===== src/rtl/uart_tx_fifo.sv =====
// uart_tx_fifo: memory-mapped transmit FIFO in front of tx_uart.
// CPU stores to BASE_ADDR are queued in a DEPTH-entry byte FIFO. A small drain
// state machine hands one byte at a time to tx_uart and waits for its done pulse.
// BASE_ADDR reads back the legacy "store is safe" poll word. BASE_ADDR+4 is
// the status/control register.
module uart_tx_fifo #(
    parameter int          DEPTH     = 16,
    parameter logic [31:0] BASE_ADDR = 32'h3000_0000
) (
    input  logic        clk,
    input  logic        reset,
    input  logic [31:0] bus_addr,
    input  logic [3:0]  bus_wmask,
    input  logic [31:0] bus_wdata,
    output logic        bus_sel,
    output logic [31:0] bus_rdata,
    output logic        tx_valid,
    output logic [7:0]  tx_data,
    input  logic        tx_ready
);

    localparam int              AW         = $clog2(DEPTH);
    localparam int              CW         = AW + 1;
    localparam logic [31:0]     CTRL_ADDR  = BASE_ADDR + 32'd4;
    localparam logic [CW-1:0]   FULL_COUNT = CW'(DEPTH);
    localparam logic [AW-1:0]   PTR_ONE    = AW'(1);
    localparam logic [CW-1:0]   CNT_ONE    = CW'(1);

    typedef enum logic [1:0] {
        IDLE   = 2'd0,
        LAUNCH = 2'd1,
        WAIT   = 2'd2
    } state_t;

    state_t          state_r;
    logic [7:0]      mem_r [DEPTH];
    logic [AW-1:0]   wp_r;
    logic [AW-1:0]   rp_r;
    logic [CW-1:0]   count_r;
    logic            overflow_r;

    logic            full_s;
    logic            empty_s;
    logic            data_hit_s;
    logic            ctrl_hit_s;
    logic            store_s;
    logic            push_s;
    logic            drop_s;
    logic            pop_s;
    logic            ovf_clear_s;
    logic            unused_wdata_s;

    // Only the low byte of the store data carries meaning here.
    assign unused_wdata_s = ^bus_wdata[31:8];

    assign full_s      = (count_r == FULL_COUNT);
    assign empty_s     = (count_r == {CW{1'b0}});
    assign data_hit_s  = (bus_addr == BASE_ADDR);
    assign ctrl_hit_s  = (bus_addr == CTRL_ADDR);
    assign store_s     = (bus_wmask != 4'b0000);
    // Fullness is judged on the registered count, so a pop in the same cycle
    // does not rescue a store made while full.
    assign push_s      = data_hit_s && store_s && !full_s;
    assign drop_s      = data_hit_s && store_s && full_s;
    assign ovf_clear_s = ctrl_hit_s && store_s && bus_wdata[0];
    // The byte leaves the FIFO on the edge that ends the launch cycle.
    assign pop_s       = (state_r == LAUNCH);
    assign bus_sel     = data_hit_s || ctrl_hit_s;

    // Read mux for the two mapped registers; reads have no side effects.
    always_comb begin
        bus_rdata = 32'd0;
        if (data_hit_s) begin
            bus_rdata = full_s ? 32'h0000_0000 : 32'hFFFF_FFFF;
        end else if (ctrl_hit_s) begin
            bus_rdata = {{(24 - CW){1'b0}}, count_r, 5'b00000, overflow_r, full_s, empty_s};
        end else begin
            bus_rdata = 32'd0;
        end
    end

    // Byte storage; contents need no reset because count gates every read.
    always_ff @(posedge clk) begin
        if (push_s) begin
            mem_r[wp_r] <= bus_wdata[7:0];
        end
    end

    // Pointer and occupancy bookkeeping for push and pop.
    always_ff @(posedge clk) begin
        if (reset) begin
            wp_r    <= {AW{1'b0}};
            rp_r    <= {AW{1'b0}};
            count_r <= {CW{1'b0}};
        end else begin
            if (push_s) begin
                wp_r <= wp_r + PTR_ONE;
            end
            if (pop_s) begin
                rp_r <= rp_r + PTR_ONE;
            end
            case ({push_s, pop_s})
                2'b10:   count_r <= count_r + CNT_ONE;
                2'b01:   count_r <= count_r - CNT_ONE;
                default: count_r <= count_r;
            endcase
        end
    end

    // Sticky overflow flag: set by a dropped store, cleared by control write.
    always_ff @(posedge clk) begin
        if (reset) begin
            overflow_r <= 1'b0;
        end else if (drop_s) begin
            overflow_r <= 1'b1;
        end else if (ovf_clear_s) begin
            overflow_r <= 1'b0;
        end else begin
            overflow_r <= overflow_r;
        end
    end

    // Drain state machine with registered launch strobe and data.
    always_ff @(posedge clk) begin
        if (reset) begin
            state_r  <= IDLE;
            tx_valid <= 1'b0;
            tx_data  <= 8'h00;
        end else begin
            case (state_r)
                IDLE: begin
                    if (!empty_s) begin
                        state_r  <= LAUNCH;
                        tx_valid <= 1'b1;
                        tx_data  <= mem_r[rp_r];
                    end else begin
                        tx_valid <= 1'b0;
                    end
                end
                LAUNCH: begin
                    state_r  <= WAIT;
                    tx_valid <= 1'b0;
                end
                WAIT: begin
                    tx_valid <= 1'b0;
                    if (tx_ready) begin
                        state_r <= IDLE;
                    end
                end
                default: begin
                    state_r  <= IDLE;
                    tx_valid <= 1'b0;
                end
            endcase
        end
    end

endmodule

===== config.mk =====
export PLATFORM = sky130hd
export DESIGN_NAME = uart_tx_fifo
export DESIGN_NICKNAME = d
export VERILOG_FILES = /design/src/rtl/uart_tx_fifo.sv
export SDC_FILE = /design/constraint.sdc
export NUM_CORES = 1
export LEC_CHECK = 0
export ABC_CLOCK_PERIOD_IN_PS = 10100
export BUFFER_PORTS_ARGS = -buffer_cell sky130_fd_sc_hd__buf_4
export CAP_MARGIN = 20
export CORE_AREA = 2 2 167 169
export CTS_CLUSTER_DIAMETER = 80
export CTS_CLUSTER_SIZE = 25
export DETAILED_ROUTE_END_ITERATION = 8
export DIE_AREA = 0 0 169 171
export GPL_TIMING_DRIVEN = 0
export RECOVER_POWER = 25
export SETUP_SLACK_MARGIN = 0.2
export SLEW_MARGIN = 5
export SYNTH_ARGS = -nofsm -noshare
export SYNTH_HDL_FRONTEND = slang
export SYNTH_SLANG_ARGS = --single-unit
export TNS_END_PERCENT = 100

===== constraint.sdc =====
create_clock -name clk -period 10.1 [get_ports clk]
set_input_delay 2.02 -clock clk [delete_from_list [all_inputs] [get_ports clk]]
set_output_delay 2.02 -clock clk [all_outputs]
set_load 0.01 [all_outputs]

==> impl_results.md, run 1 <==
- Outcome: finished, final reports clean
- Initial antenna violation count: 0
- Area grow syn2layout: 25.4%
- Dpl hpwl: about 10000 um
- Sequential fraction of design power: 51.1%
- Post-route insts no fill: 887
- Peak Freq: 153 MHz
- DR vias: just under 4000
- DP Worst Slack: 3.48 ns
- CP bufs+invs: 5
- Sw Ratio: a little under 20%
- H-tree depth: 4
- Final setup margin: 3.56 ns
- Total Wirelength: approximately 15000 um
- Largest net degree at the start of global routing: 18
- Slowest stage delay, CP: between 0.5 and 0.6 ns
- Worst path top cell family by delay: simple AND/OR/NAND/NOR gates
- Slew Viols, Final: 0
- Netlist cell types: 50
- CTS Buffer Depth: 2
- Via-to-Cell Ratio: 4.46
- FP Rows: 61
- Root buffer selected by CTS: clkbuf_16
- Leak: 2.94 nW
- First-pass GRT wire length: 22800 um
- ANT nets after route: 0
- Iter 0 DRT Violations: 385
- Mapped Cells: 419
- Dpl cells: 856
- Worst path cell trace: buf_4, nor4_1, nand4_1, or2_2, buf_2, nor3_2, buf_4, buf_4, buf_4
- PD cells: 161 nW/um^2
- Most frequent cells after synthesis: edfxtp_1, buf_4, dfxtp_1, mux4_2, nor2_1
- # hold bufs at CTS: 0
- Crit path launch type: input pin
- Pint: 1.08 mW
- Synth area leader: edfxtp_1
- Fraction of final layout cells sized beyond drive strength 1: 34.0%
- DRC: 0
- Hold crit path type: reg -> reg
- Critical path data required time: ~8.1 ns
- Final worst-path cycle share: 64.7%
- Final hold violations: 0
- Die width: 169 um
- Critical Path Sink Type: primary output
- Crit path kind: in -> out
- GRT overflow: 0
- Syn nets: 498
- Mapped Area: 6640 sq um
- Reg clk slew, reported paths: roughly 0.06 ns
- Most frequent CP cell: buf_4
- I/O pin cnt: around 110
- Highest net fanout along the worst path: 14
- Starting Density: between 20 and 25%
- TritonCTS Buffers: 17
- Total GRT Usage: 10.7%
- Net switching power: 0.257 mW
- Buffers on Ports: 88
- Area of the core: 27300 sq um
- CTS tree: built
- Setup Fix Bufs, Post-CTS: 0
- Nets@finish: 608
- Max Cap Viol: 0
- Most frequent cell after synthesis: edfxtp_1
- Synth async-reset ratio: 0%
- Share of the synthesized area in the top cell type: 57.9%
- Skew-Pair Late Insertion Delay: about 0.42 ns
- Clock power frac: a little under half
- Number of flops mapped to enable cells by yosys: 128
- RSZ-0062 raised after global routing: false
- Post-CTS sizing: 0
- Max transition margin: between 40 and 50%
- Flops & latches, synth: 153
- Final min period: 6.54 ns
- Die Y: around 170 um
- Maximum vdd drop: 0.123 mV
- Register area share after synthesis: between 60 and 70%
- Synth area leaders: edfxtp_1, mux4_2, dfxtp_1
- Arr. time, crit path: 4.52 ns
- CTS sink count: 153
- Final setup TNS: 0 ns
- Ys flop type: edfxtp_1
- Routed wire per std cell: 16.9 um
- Slowest stage cell on the critical path: nor3_2
- Syn Area/Cell: 15.9 sq um
- Die Area: 28900 sq um
- Antenna diodes: 0
- Clock skew: 0.00716 ns
- Syn. warnings: 0
- DRT Pass-1 Iters: 4
- Vias in the first global route: 4028
- Final setup violation count: 0
- Worst Tran Pin Value: 0.855 ns
- GPL Wtd Cong: 0.721
- Combinational power share: 2.1%
[power by group through the flow]
stage	clock [mW]	sequential, mW	combinational (mW)
4_1_cts	0.639	0.683	0.0295
3_5_place_dp	0	0.696	0.0295
3_3_place_gp	0	0.696	0.0288
2_1_floorplan	0	0.696	0.00447
5_1_grt	0.666	0.683	0.0306
6_report	0.626	0.683	0.0277
[through the flow]
| stage | utilization (%) | hold WS, ns | total power, mW | cell area [sq um] |
|---|---|---|---|---|
| after global placement | 28.3 | 0.457 | 0.725 | 7740 |
| after CTS | 30.6 | 0.473 | 1.35 | 8350 |
| after floorplan | - | 0.470 | 0.701 | 6640 |
| after global routing | 30.5 | 0.480 | 1.38 | 8330 |
| after detailed placement | 28.4 | 0.458 | 0.726 | 7770 |
| final | 30.5 | 0.466 | 1.34 | 8330 |
[flip-flops by register name, summed over array words and instances, names as in the netlist]
signal / count
rp_r: 4
count_r: 5
state_r: 2
overflow_r: 1
tx_data: 8
wp_r: 4
tx_valid: 1
mem_r: 128
[kinds of logic after synthesis]
group | Yosys count | synth area share [%]
flops | 153 | 65.4
simple gates | 118 | 9.94
buf+inv | 57 | 5.25
mux | 40 | 12.3
compound gates | 37 | 4.82
fa+ha+maj | 8 | 1.51
xor+xnor | 6 | 0.791
[metal layers]
| layer | global-route usage (%) | vias to the layer above | part of all wire [%] |
|---|---|---|---|
| met5 | 0 | - | 0 |
| met4 | 2.94 | 0 | 0.77 |
| met3 | 3.63 | 10 | 8.0 |
| met2 | 17.1 | 152 | 46 |
| met1 | 14.0 | 1944 | 45 |
| li1 | - | 1853 | - |
[placed cells by master (no fill, tap or decap), types with 3 or more instances in the layout]
cell type and n:
inv_1 8, nor3_1 9, and4_1 6, nor2_1 25
and3_1 5, and4b_1 4, a211oi_1 3, ha_1 8
clkinv_1 5, clkbuf_1 19, mux2i_1 4, a211o_1 7
mux2_2 5, buf_6 3, nand4_1 4, clkbuf_16 17
nand3_1 9, a21oi_1 5, nor4_1 8, edfxtp_1 128
nand2_1 21, a32o_1 7, o21ai_0 4, buf_2 3
mux4_2 25, mux4_1 6, buf_4 111, dfxtp_1 25
nor2b_1 14, xor2_1 5, bufinv_16 3
[worst paths after layout]
| kind | startpoint | endpoint | slack, ns | depth (start not counted) |
|---|---|---|---|---|
| max reg2reg | count_r[0] | count_r[4] | 6.55 | 13 |
| min | tx_data[4] | tx_data[4] | 0.47 | 1 |
| min reg2reg | tx_data[4] | tx_data[4] | 0.47 | 1 |
| max | bus_addr[16] | bus_rdata[19] | 3.56 | 9 |
[final cells by class]
type,count,area [sq um]
flip-flops and latches,153,4340
fillers,2754,19000
multi-input cells,209,1960
clock inverters,13,153
clock buffers,18,429
inverters,10,37.5
plain buffers,47,312
repair buffers,91,661
well taps,346,433
No activity file was read; power rests on OpenSTA's default activity.
==> run 2, diff against run 1 <==
--- a/config.mk
+++ b/config.mk
@@ -5,14 +5,15 @@
 export SDC_FILE = /design/constraint.sdc
 export NUM_CORES = 1
 export LEC_CHECK = 0
-export ABC_CLOCK_PERIOD_IN_PS = 10100
+export ABC_AREA = 1
+export ABC_CLOCK_PERIOD_IN_PS = 5600
 export BUFFER_PORTS_ARGS = -buffer_cell sky130_fd_sc_hd__buf_4
 export CAP_MARGIN = 20
-export CORE_AREA = 2 2 167 169
+export CORE_AREA = 2 2 169 171
 export CTS_CLUSTER_DIAMETER = 80
 export CTS_CLUSTER_SIZE = 25
 export DETAILED_ROUTE_END_ITERATION = 8
-export DIE_AREA = 0 0 169 171
+export DIE_AREA = 0 0 171 173
 export GPL_TIMING_DRIVEN = 0
 export RECOVER_POWER = 25
 export SETUP_SLACK_MARGIN = 0.2
==> constraint.sdc (replaced) <==
create_clock -name clk -period 5.6 [get_ports clk]
set_input_delay 1.12 -clock clk [delete_from_list [all_inputs] [get_ports clk]]
set_output_delay 1.12 -clock clk [all_outputs]
set_load 0.01 [all_outputs]
==> run 2 against run 1 <==
  * Global-route usage grew 1.4 points
  * Design area grew 2.7%
  * Via count increased by 28%
  * Clock-buffer cell count grew 1
  * Critical path type unchanged
  * Power up 150%
  * Highest routed layer unchanged
  * Core utilization grew 0.48 points
  * Critical endpoint is now bus_rdata[13]
  * Critical path depth grew 1
==> impl_results.md, run 2 <==
- Vias in the first global route: 4763 (+18%)
- Final setup margin: 1.61 ns (-1.96 ns)
- H-tree depth: 4 (unchanged)
- Final setup violation count: 0 (unchanged)
- Syn nets: 745 (+50%)
- Critical Path Sink Type: primary output
- Iter 0 DRT Violations: 404 (+4.9%)
- Clock skew: 0.00906 ns (+0.00190 ns)
- Setup Fix Bufs, Post-CTS: 0 (unchanged)
- Number of flops mapped to enable cells by yosys: 128 (unchanged)
- I/O pin cnt: 113 (unchanged)
- Synth area leader: edfxtp_1
- RSZ-0062 raised after global routing: false
- Leak: 3.32 nW (+13%)
- Die width: 171 um (+1.2%)
- Final min period: around 4 ns
- Reg with most FFs: mem_r
- Dpl hpwl: 12300 um (+20%)
- Syn Area/Cell: 10.3 sq um (-35%)
- Total GRT Usage: 12.2% (+1.4 points)
- Sequential fraction of design power: 40.1% (-11 points)
- Hold crit path type: reg -> reg
- DRC: 0 (unchanged)
- Initial antenna violation count: 0 (unchanged)
- Mapped Area: 6850 sq um (+3.2%)
- Fraction of final layout cells sized beyond drive strength 1: 21.9% (-12 points)
- Die Area: 29600 sq um (+2.4%)
- Pint: 2.26 mW (+110%)
- R2r startpoint: count_r[2]
- # hold bufs at CTS: 0 (unchanged)
- Largest net degree at the start of global routing: 25 (+7)
- GRT overflow: 0 (unchanged)
- Total Wirelength: 17700 um (+18%)
- Register area share after synthesis: 63.4% (-2.0 points)
- Combinational power share: 25.0% (+23 points)
- Largest regs: mem_r x128, tx_data x8, count_r x5
- ANT nets after route: 0 (unchanged)
- First-pass GRT wire length: 26900 um (+18%)
- Hold depth: 2 (+1)
- Critical R2R Capture: count_r[4]
- Reg clk slew, reported paths: 0.06 ns (about the same)
- Routed wire per std cell: 15.2 um (-9.9%)
- Worst Tran Pin Value: 0.889 ns (+0.0347 ns)
- Antenna diodes: 0 (unchanged)
- Total power: 3.29 mW (+150%)
- Flops & latches, synth: 153 (unchanged)
- Arr. time, crit path: 2.87 ns (-1.65 ns)
- Reg2reg setup slack: 3.10 ns (-3.45 ns)
- Die Y: 173 um (+1.2%)
- PD cells: 384 nW/um^2 (+140%)
- CTS tree: built
- Final worst-path cycle share: 71.3%
- Final setup TNS: 0 ns (unchanged)
- DP Worst Slack: 1.57 ns (-1.91 ns)
- Crit path launch type: input pin
- Starting Density: 24.8% (+0.49 points)
- Syn. warnings: 0 (unchanged)
- GPL Wtd Cong: 0.863 (+20%)
- Post-CTS sizing: 0 (unchanged)
- Outcome: finished, final reports clean
- Area grow syn2layout: 24.8%
- Skew-Pair Late Insertion Delay: 0.43 ns (about the same)
- Final hold violations: 0 (unchanged)
- Nets@finish: 852 (+40%)
- Most frequent cells after synthesis: nor2_1, edfxtp_1, nand3_1, nand2_1, o21ai_1
- Worst Setup EP: bus_rdata[13]
- Slew Viols, Final: 0 (unchanged)
- Share of the synthesized area in the top cell type: 56.1% (-1.8 points)
- Max Cap Viol: 0 (unchanged)
- Most common cell after layout, fill and taps aside: nor2_1
- Most frequent cell after synthesis: nor2_1
- Register area: 4340 sq um (unchanged)
- Synth async-reset ratio: 0% (unchanged)
- TritonCTS Buffers: 17 (unchanged)
- Root buffer selected by CTS: clkbuf_16
- DR vias: 5048 (+28%)
- FP Rows: 61 (unchanged)
- Worst Setup SP: bus_addr[7]
- Clock power frac: 34.8% (-12 points)
- Max transition margin: 40.5% (-2.5 points)
- Critical path data required time: 4.48 ns (-3.60 ns)
- Most frequent cells in the layout: nor2_1, edfxtp_1, buf_4
- Ys flop type: edfxtp_1
- Hold WS: 0.481 ns (+0.0149 ns)
- Area of the core: 27600 sq um (+1.1%)
- Mapped Cells: 666 (+59%)
- CTS sink count: 153 (unchanged)
- Multi-input gate area: 2020 sq um (+2.8%)
- DRT Pass-1 Iters: 5 (+1)
- Fill cells: 2841 (+3.2%)
- Buffers on Ports: 87 (-1.1%)
- R2R depth: 14 (+1)
- Highest net fanout along the worst path: 24 (+10)
- Final core occ: 31.0% (+0.48 points)
- Crit path kind: in -> out
- Sw Ratio: 31.2% (+12 points)
- CTS Buffer Depth: 2 (unchanged)
- Peak Freq: approximately 250 MHz
- Max reg flops: 128 (unchanged)
- Via-to-Cell Ratio: 4.34 (-2.8%)
- Maximum vdd drop: 0.168 mV (+37%)
- Net switching power: 1.02 mW (+300%)
- Netlist cell types: 32 (-36%)
- Synth area leaders: edfxtp_1, nor2_1, dfxtp_1
run 2: cells by family (layout without fill, tap and decap cells):
family | Yosys count | in the layout | share of synthesized area, %
xor gates and xnor gates | 6 | 6 | 0.767
and+or+nand+nor | 310 | 310 | 19.6
DFF | 153 | 153 | 63.4
AOI/OAI and AO/OA | 99 | 99 | 7.58
buffers and inverters | 90 | 210 | 7.27
adders and majority gates | 8 | 8 | 1.46
run 2: through the flow:
step | instance area (sq um) | instances
5_1_grt | 8560 | 1164
2_1_floorplan | 6850 | 666
4_1_cts | 8580 | 1164
3_5_place_dp | 7990 | 1132
6_report | 8560 | 1164
3_3_place_gp | 7980 | 1131
run 2: per-layer routing:
layer	GRT usage, %	wire length [um]	up-vias
met2	20.9	9160	147
met4	4.20	274	0
met1	15.2	7450	2418
met3	2.24	855	16
li1	-	-	2467
met5	0	0	-
run 2: how the worst min path moves through the flow:
stage,from,end,slack (ns)
6_report,overflow_r,overflow_r,0.48
4_1_cts,overflow_r,overflow_r,0.48
2_1_floorplan,overflow_r,overflow_r,0.44
5_1_grt,overflow_r,overflow_r,0.51
3_3_place_gp,overflow_r,overflow_r,0.45
3_5_place_dp,overflow_r,overflow_r,0.47
run 2: critical path, stage by stage:
cell	delay, ns
buf_4	0.11
nor2_1	0.13
nand2_1	0.09
nor2_1	0.13
nand2_2	0.11
nor2_8	0.15
nand2_1	0.18
inv_1	0.53
buf_4	0.21
buf_4	0.11
run 2: layout make-up:
cell class / instances / share of cell area (%)
clock buffer: 19 / 5.06
multi-input combinational: 423 / 23.6
clock inverter: 13 / 1.78
buffer: 51 / 4.05
timing repair buffer: 88 / 7.46
tap: 378 / 5.53
inverter: 39 / 1.77
sequential: 153 / 50.8
run 2: power groups by stage:
stage / Combinational (mW) / Sequential (mW) / Clock (mW)
2_1_floorplan: 0.539 / 1.34 / 0
3_3_place_gp: 0.813 / 1.34 / 0
3_5_place_dp: 0.819 / 1.34 / 0
4_1_cts: 0.824 / 1.32 / 1.16
5_1_grt: 0.919 / 1.32 / 1.20
6_report: 0.822 / 1.32 / 1.14
